===== src/rtl/ternary_pkg.sv =====
// Shared definitions for the ternary weight unpacker: trit codes, FSM states,
// the default tile marker and the base-3 digit to weight-code mapping.
package ternary_pkg;

    // Weight codes seen by the systolic array: bit1 is the sign, 00 is zero
    localparam logic [1:0] W_ZERO = 2'b00;
    localparam logic [1:0] W_POS  = 2'b01;
    localparam logic [1:0] W_NEG  = 2'b11;

    localparam logic [7:0] DEFAULT_MARKER  = 8'hFF;
    localparam logic [7:0] FIRST_INVALID   = 8'd243;
    localparam int         TRITS_PER_BYTE  = 5;
    localparam int         TRITS_PER_GROUP = 4;

    localparam logic [1:0] ST_RUN   = 2'd0;
    localparam logic [1:0] ST_DRAIN = 2'd1;
    localparam logic [1:0] ST_DONE  = 2'd2;

    typedef enum logic [1:0] {
        RUN   = ST_RUN,
        DRAIN = ST_DRAIN,
        DONE  = ST_DONE
    } state_e;

    // Base-3 digit 0/1/2 maps to weight 0/+1/-1
    function automatic logic [1:0] digit_to_code(input logic [1:0] digit);
        logic [1:0] code;
        case (digit)
            2'd1:    code = W_POS;
            2'd2:    code = W_NEG;
            default: code = W_ZERO;
        endcase
        return code;
    endfunction

endpackage


===== src/rtl/ternary_weight_unpacker_decoder.sv =====
// Combinational base-3 unpacker: one byte becomes five 2-bit weight codes,
// least significant digit first, plus a flag for the unused range 243..255.
module ternary_byte_decoder
    import ternary_pkg::*;
(
    input  logic [7:0] data,
    output logic [9:0] codes,
    output logic       is_invalid
);

    logic [7:0] rem;

    // Peel digits off with a repeated divide-by-3 chain
    always_comb begin
        rem   = data;
        codes = '0;
        for (int k = 0; k < TRITS_PER_BYTE; k++) begin
            codes[2*k +: 2] = digit_to_code(2'(rem % 8'd3));
            rem             = rem / 8'd3;
        end
    end

    assign is_invalid = (data >= FIRST_INVALID);

endmodule


===== src/rtl/ternary_weight_unpacker.sv =====
// Packed 5-trit bytes in, 4-weight groups out, through a trit FIFO with
// valid/ready on both sides. Build option: TERNARY_UNPACK_PIPE_EN.
module ternary_weight_unpacker
    import ternary_pkg::*;
#(
    parameter int         BUF_TRITS = 12,
    parameter logic [7:0] MARKER    = DEFAULT_MARKER
) (
    input  logic       clk,
    input  logic       reset,
    input  logic [7:0] in_byte,
    input  logic       in_valid,
    output logic       in_ready,
    output logic [7:0] out_weights,
    output logic       out_valid,
    input  logic       out_ready,
    output logic       tile_done,
    output logic       err_invalid
);

    localparam int BW = 2 * BUF_TRITS;
    localparam int CW = $clog2(BUF_TRITS + 1);

    // Trit i lives at tbuf[2i+1:2i]; slots at or above count are kept zero,
    // so a short final group is already zero-padded.
    state_e        state;
    state_e        state_n;
    logic [BW-1:0] tbuf;
    logic [BW-1:0] tbuf_n;
    logic [CW-1:0] count;
    logic [CW-1:0] count_n;
    logic          err_q;

    logic [9:0]    dec_codes;
    logic          dec_invalid;
    logic          dec_marker;

    logic          accept;
    logic          land_valid;
    logic          land_marker;
    logic          land_invalid;
    logic [9:0]    land_codes;

    logic          pop;
    logic          push;
    int            taken;
    int            base;
    logic [BW-1:0] shifted;
    logic [BW-1:0] ins;

    ternary_byte_decoder u_decoder (
        .data       (in_byte),
        .codes      (dec_codes),
        .is_invalid (dec_invalid)
    );

    assign dec_marker = (in_byte == MARKER);
    assign accept     = in_valid && in_ready;

`ifdef TERNARY_UNPACK_PIPE_EN
    logic       pipe_valid;
    logic       pipe_marker;
    logic       pipe_invalid;
    logic [9:0] pipe_codes;

    // Space is reserved for a byte still in flight; a queued marker
    // blocks further input so nothing can slip in behind the tile end.
    assign in_ready = !reset && (state == RUN)
                      && !(pipe_valid && pipe_marker)
                      && (int'(count) + (pipe_valid ? TRITS_PER_BYTE : 0)
                          + TRITS_PER_BYTE <= BUF_TRITS);

    // Decoder-to-buffer register stage
    always_ff @(posedge clk) begin
        if (reset) begin
            pipe_valid   <= 1'b0;
            pipe_marker  <= 1'b0;
            pipe_invalid <= 1'b0;
            pipe_codes   <= '0;
        end else begin
            pipe_valid   <= accept;
            pipe_marker  <= dec_marker;
            pipe_invalid <= dec_invalid && !dec_marker;
            pipe_codes   <= dec_codes;
        end
    end

    assign land_valid   = pipe_valid;
    assign land_marker  = pipe_marker;
    assign land_invalid = pipe_invalid;
    assign land_codes   = pipe_codes;
`else
    // Only registered count is used: no path from out_ready to in_ready
    assign in_ready = !reset && (state == RUN)
                      && (int'(count) + TRITS_PER_BYTE <= BUF_TRITS);

    assign land_valid   = accept;
    assign land_marker  = dec_marker;
    assign land_invalid = dec_invalid && !dec_marker;
    assign land_codes   = dec_codes;
`endif

    // Output group is valid on a full group, or any residue while draining
    always_comb begin
        out_valid = 1'b0;
        unique case (state)
            RUN:     out_valid = (int'(count) >= TRITS_PER_GROUP);
            DRAIN:   out_valid = (count != '0);
            default: out_valid = 1'b0;
        endcase
    end

    assign out_weights = out_valid ? tbuf[7:0] : 8'h00;
    assign tile_done   = (state == DONE);
    assign err_invalid = err_q;

    // FIFO update: pop the head group, then append new trits behind survivors
    always_comb begin
        pop     = out_valid && out_ready;
        push    = land_valid && !land_marker && !land_invalid;
        taken   = 0;
        if (pop) begin
            taken = (int'(count) >= TRITS_PER_GROUP) ? TRITS_PER_GROUP
                                                     : int'(count);
        end
        base    = int'(count) - taken;
        shifted = pop ? (tbuf >> (2 * TRITS_PER_GROUP)) : tbuf;
        ins     = '0;
        if (push) begin
            ins = BW'(land_codes) << (2 * base);
        end
        tbuf_n  = shifted | ins;
        count_n = CW'(base + (push ? TRITS_PER_BYTE : 0));
    end

    // Tile sequencing: marker starts the drain, empty buffer ends it
    always_comb begin
        state_n = state;
        unique case (state)
            RUN:     if (land_valid && land_marker) state_n = DRAIN;
            DRAIN:   if (count == '0) state_n = DONE;
            DONE:    state_n = RUN;
            default: state_n = RUN;
        endcase
    end

    // State, buffer and sticky error registers
    always_ff @(posedge clk) begin
        if (reset) begin
            state <= RUN;
            tbuf  <= '0;
            count <= '0;
            err_q <= 1'b0;
        end else begin
            state <= state_n;
            tbuf  <= tbuf_n;
            count <= count_n;
            err_q <= err_q || (land_valid && land_invalid);
        end
    end

endmodule


===== config.mk =====
export PLATFORM = sky130hd
export DESIGN_NAME = ternary_weight_unpacker
export DESIGN_NICKNAME = d
export VERILOG_FILES = /design/src/rtl/ternary_pkg.sv /design/src/rtl/ternary_weight_unpacker_decoder.sv /design/src/rtl/ternary_weight_unpacker.sv
export SDC_FILE = /design/constraint.sdc
export NUM_CORES = 1
export LEC_CHECK = 0
export BUFFER_PORTS_ARGS = -buffer_cell sky130_fd_sc_hd__buf_2
export CORE_MARGIN = 2
export CORE_UTILIZATION = 50
export CTS_BUF_LIST = sky130_fd_sc_hd__clkbuf_16
export DETAILED_ROUTE_END_ITERATION = 8
export PLACE_DENSITY = 0.65
export SYNTH_ARGS = -nofsm -noshare
export SYNTH_HDL_FRONTEND = slang
export SYNTH_SLANG_ARGS = --single-unit

===== constraint.sdc =====
create_clock -name clk -period 26.1 [get_ports clk]
set_input_delay 5.22 -clock clk [delete_from_list [all_inputs] [get_ports clk]]
set_output_delay 5.22 -clock clk [all_outputs]
set_load 0.01 [all_outputs]

==> results.json <==
{
  "syn_inst": 679,
  "holdWs_ns": 0.458,
  "grt_max_degree": 39,
  "ir_drop_uv": 55.3,
  "start_util": 0.517,
  "antenna_found_initial": 0,
  "synth_nets": 726,
  "dpl-instance-area_um2": 5090,
  "cp.buffers_inverters": 4,
  "ys_seq_area_frac": 0.122,
  "cp_data_required_time_ns": 26.30,
  "synthAdderAreaFrac": 0.0877,
  "syn_avg_cell_area_um2": 7.48,
  "core-area_um2": 9820,
  "grt_pass1_vias": 4689,
  "p_leak_nw": 2.04,
  "cp.arrival_ns": 19.30,
  "crit_type": "in -> reg",
  "slew_headroom": 0.413,
  "synth_top_area_cell": "dfxtp_1",
  "io_buffers": 23,
  "outcome": "finished, final reports clean",
  "cp.depth": 56,
  "synth_edf_count": 0,
  "dieArea_um2": 11000,
  "wl_um": 12500,
  "yosys-top-cells-area": "dfxtp_1 (12%), ha_1 (8.4%), nand2_1 (7.4%), nor2_1 (3.3%), a21oi_1 (3.2%)",
  "grt_use_total": 0.232,
  "finalClockSkew_ns": 0.00322,
  "powerDensity_nw_per_um2": 95.5,
  "fmax_mhz": 52.4,
  "cp_slowest_stage_delay_ns": 0.63,
  "io_pins": 24,
  "stdcell_count": 799,
  "rsz0062_at_grt": "false",
  "num-nets-final": 713,
  "synthXorXnorAreaFrac": 0.0409,
  "grt_overflow": 0,
  "cts-root-buf": "clkbuf_16",
  "post-route-period-util": 0.732,
  "synth.distinct_cells": 104,
  "clk_pin_slew_ns": 0.05,
  "grt_pass1_wl_um": 22000,
  "syn_area_um2": 5080,
  "cts.sinks": 31,
  "dp_cells": 792,
  "final_max_slew_viol_count": 0,
  "synthMuxAreaShare": 0.0463,
  "worstHoldPathType": "reg -> reg",
  "crit_family": "compound AO/OA/AOI/OAI gates",
  "nFillCells": 992,
  "die_h_um": 105,
  "antenna_left": 0,
  "total_power_uw": 499,
  "synth_top_family_by_area": "simple AND/OR/NAND/NOR gates",
  "r2r_slack_ns": 21.39,
  "clock_latency_ns": 0.28,
  "ys_ff_latch": 31,
  "tns_ns": 0,
  "final_hold_viol_count": 0,
  "stdcell_area_um2": 5230,
  "vias": 5008,
  "cp-startpoint": "in_byte[6]",
  "drtPass1Iterations": 6,
  "min_period_ns": 19.10,
  "start_kind": "input port",
  "critPathMostFrequentCell": "ha_1",
  "clock_path_buffers": 2,
  "layout-drive-gt1-share": 0.134,
  "slowest_stage": "ha_1",
  "insertedDiodeCount": 0,
  "setup_viol": 0,
  "async_reset_ff_frac": 0,
  "cts_tree": "yes",
  "cts_hold_buf": 0,
  "drv_cap": 0,
  "synth-simple-area-share": 0.311,
  "drt-initial-drc-count": 252,
  "synth_top_area_share": 0.122,
  "die_w_um": 105,
  "rr_worst_depth": 15,
  "yosysWarnings": 0,
  "drt-vias-per-instance": 6.27,
  "synth_commonest_cells": "nand2_1 (100), nor2_1 (45), ha_1 (34), inv_1 (34), a21oi_1 (32)",
  "syn_to_final_growth_pct": 2.96,
  "synth_ff_type": "dfxtp_1",
  "r2r-start": "count[1]$_SDFF_PP0_",
  "rows": 36,
  "cp_max_fo": 29,
  "wl_per_cell_um": 15.7,
  "crit_end": "tbuf[12]$_SDFF_PP0_",
  "hpwl_um": 9450,
  "drc": 0,
  "htree_levels": 2,
  "post_cts_resized": 0,
  "yosysMostFrequentCell": "nand2_1",
  "cts_buffers": 5,
  "postCtsSetupBuffers": 0,
  "timing.rr.end": "tbuf[23]$_SDFF_PP0_",
  "synth-compound-area-share": 0.310,
  "end_kind": "flip-flop",
  "worstMarginPinSlew_ns": 0.859,
  "place.gp.congestion": 0.959
}
==> cell usage in the layout (no fill, tap or decap), types with 5 or more instances in the layout <==
cell type and n:
mux2_2 8, nand3b_1 8, o211ai_1 5, buf_2 23
a21o_1 11, o21ai_1 6, dfxtp_1 31, nor4b_1 8
nand3_1 15, nand2_1 100, nor2b_1 11, a22oi_1 6
nor3_1 14, and2_1 9, a31oi_1 18, nor4_1 5
xor2_1 9, nor2_1 45, nor3b_1 11, mux2i_1 10
ha_1 34, clkbuf_16 5, and3_1 6, nand4_1 5
o21ai_0 30, xnor2_1 11, o22ai_1 7, nand2b_1 7
a211o_1 6, a211oi_1 12, a21oi_1 32, inv_1 34
==> metal layers <==
| layer | routed length (um) | vias to the layer above | part of all wire | GRT usage |
|---|---|---|---|---|
| met2 | 5880 | 142 | 0.47 | 0.386 |
| met1 | 5960 | 2365 | 0.48 | 0.321 |
| li1 | - | 2488 | - | - |
| met3 | 568 | 13 | 0.045 | 0.0293 |
| met5 | 0 | - | 0 | 0 |
| met4 | 121 | 0 | 0.0097 | 0.0457 |
==> power by group <==
group | leakage, nW | internal (mW) | total [mW] | switching [mW]
logic | 1.72 | 0.153 | 0.388 | 0.236
clock network | 0.0671 | 0.0342 | 0.0551 | 0.0209
registers | 0.250 | 0.0523 | 0.0557 | 0.00346
total | 2.04 | 0.239 | 0.499 | 0.260
==> logic make-up (layout without fill, tap and decap cells) <==
kind of cell	count (synthesis)	in the layout
buffers and inverters	80	67
xor gates and xnor gates	22	22
and+or+nand+nor	287	287
muxes	21	21
DFF	31	31
AOI/OAI and AO/OA	202	202
other	1	1
adders and majority gates	35	35
==> state kept, by name (all words and copies together) (netlist names) <==
name / cells
tbuf: 24
err_invalid: 1
state: 2
count: 4
==> per-stage QoR <==
step	worst slack, ns	utilization
2_1_floorplan	8.76	-
3_3_place_gp	7.67	0.519
3_5_place_dp	6.91	0.519
4_1_cts	7.13	0.532
5_1_grt	5.70	0.532
6_report	7.00	0.532
==> how the worst min path moves through the flow <==
stage | from | endpoint | cells past startpoint
global placement | tbuf[18]$_SDFF_PP0_ | tbuf[18]$_SDFF_PP0_ | 2
global route | tbuf[20]$_SDFF_PP0_ | tbuf[20]$_SDFF_PP0_ | 2
floorplan | tbuf[16]$_SDFF_PP0_ | tbuf[16]$_SDFF_PP0_ | 2
detailed placement | tbuf[20]$_SDFF_PP0_ | tbuf[20]$_SDFF_PP0_ | 2
CTS | tbuf[20]$_SDFF_PP0_ | tbuf[20]$_SDFF_PP0_ | 2
finish | tbuf[18]$_SDFF_PP0_ | tbuf[18]$_SDFF_PP0_ | 2
==> final cells by class <==
cell class / count / area, um^2 / area share
multi-input cells: 568 / 4050 / 0.774
well taps: 133 / 166 / 0.0318
repair buffers: 25 / 130 / 0.0249
flip-flops and latches: 31 / 621 / 0.119
clock buffers: 5 / 125 / 0.0239
inverters: 35 / 131 / 0.0251
clock inverters: 2 / 8.76 / 0.00168
==> worst reg2reg max path, delay by kind of cell, from the launching register on <==
kind	cells	cell delay, ns
AO/OA/AOI/OAI	7	2.21
AND/OR/NAND/NOR	4	1.22
adder cells (fa/ha/maj)	2	0.55
flip-flops	1	0.42
buffers and inverters	2	0.16
Power figures use the tool's default switching activity.
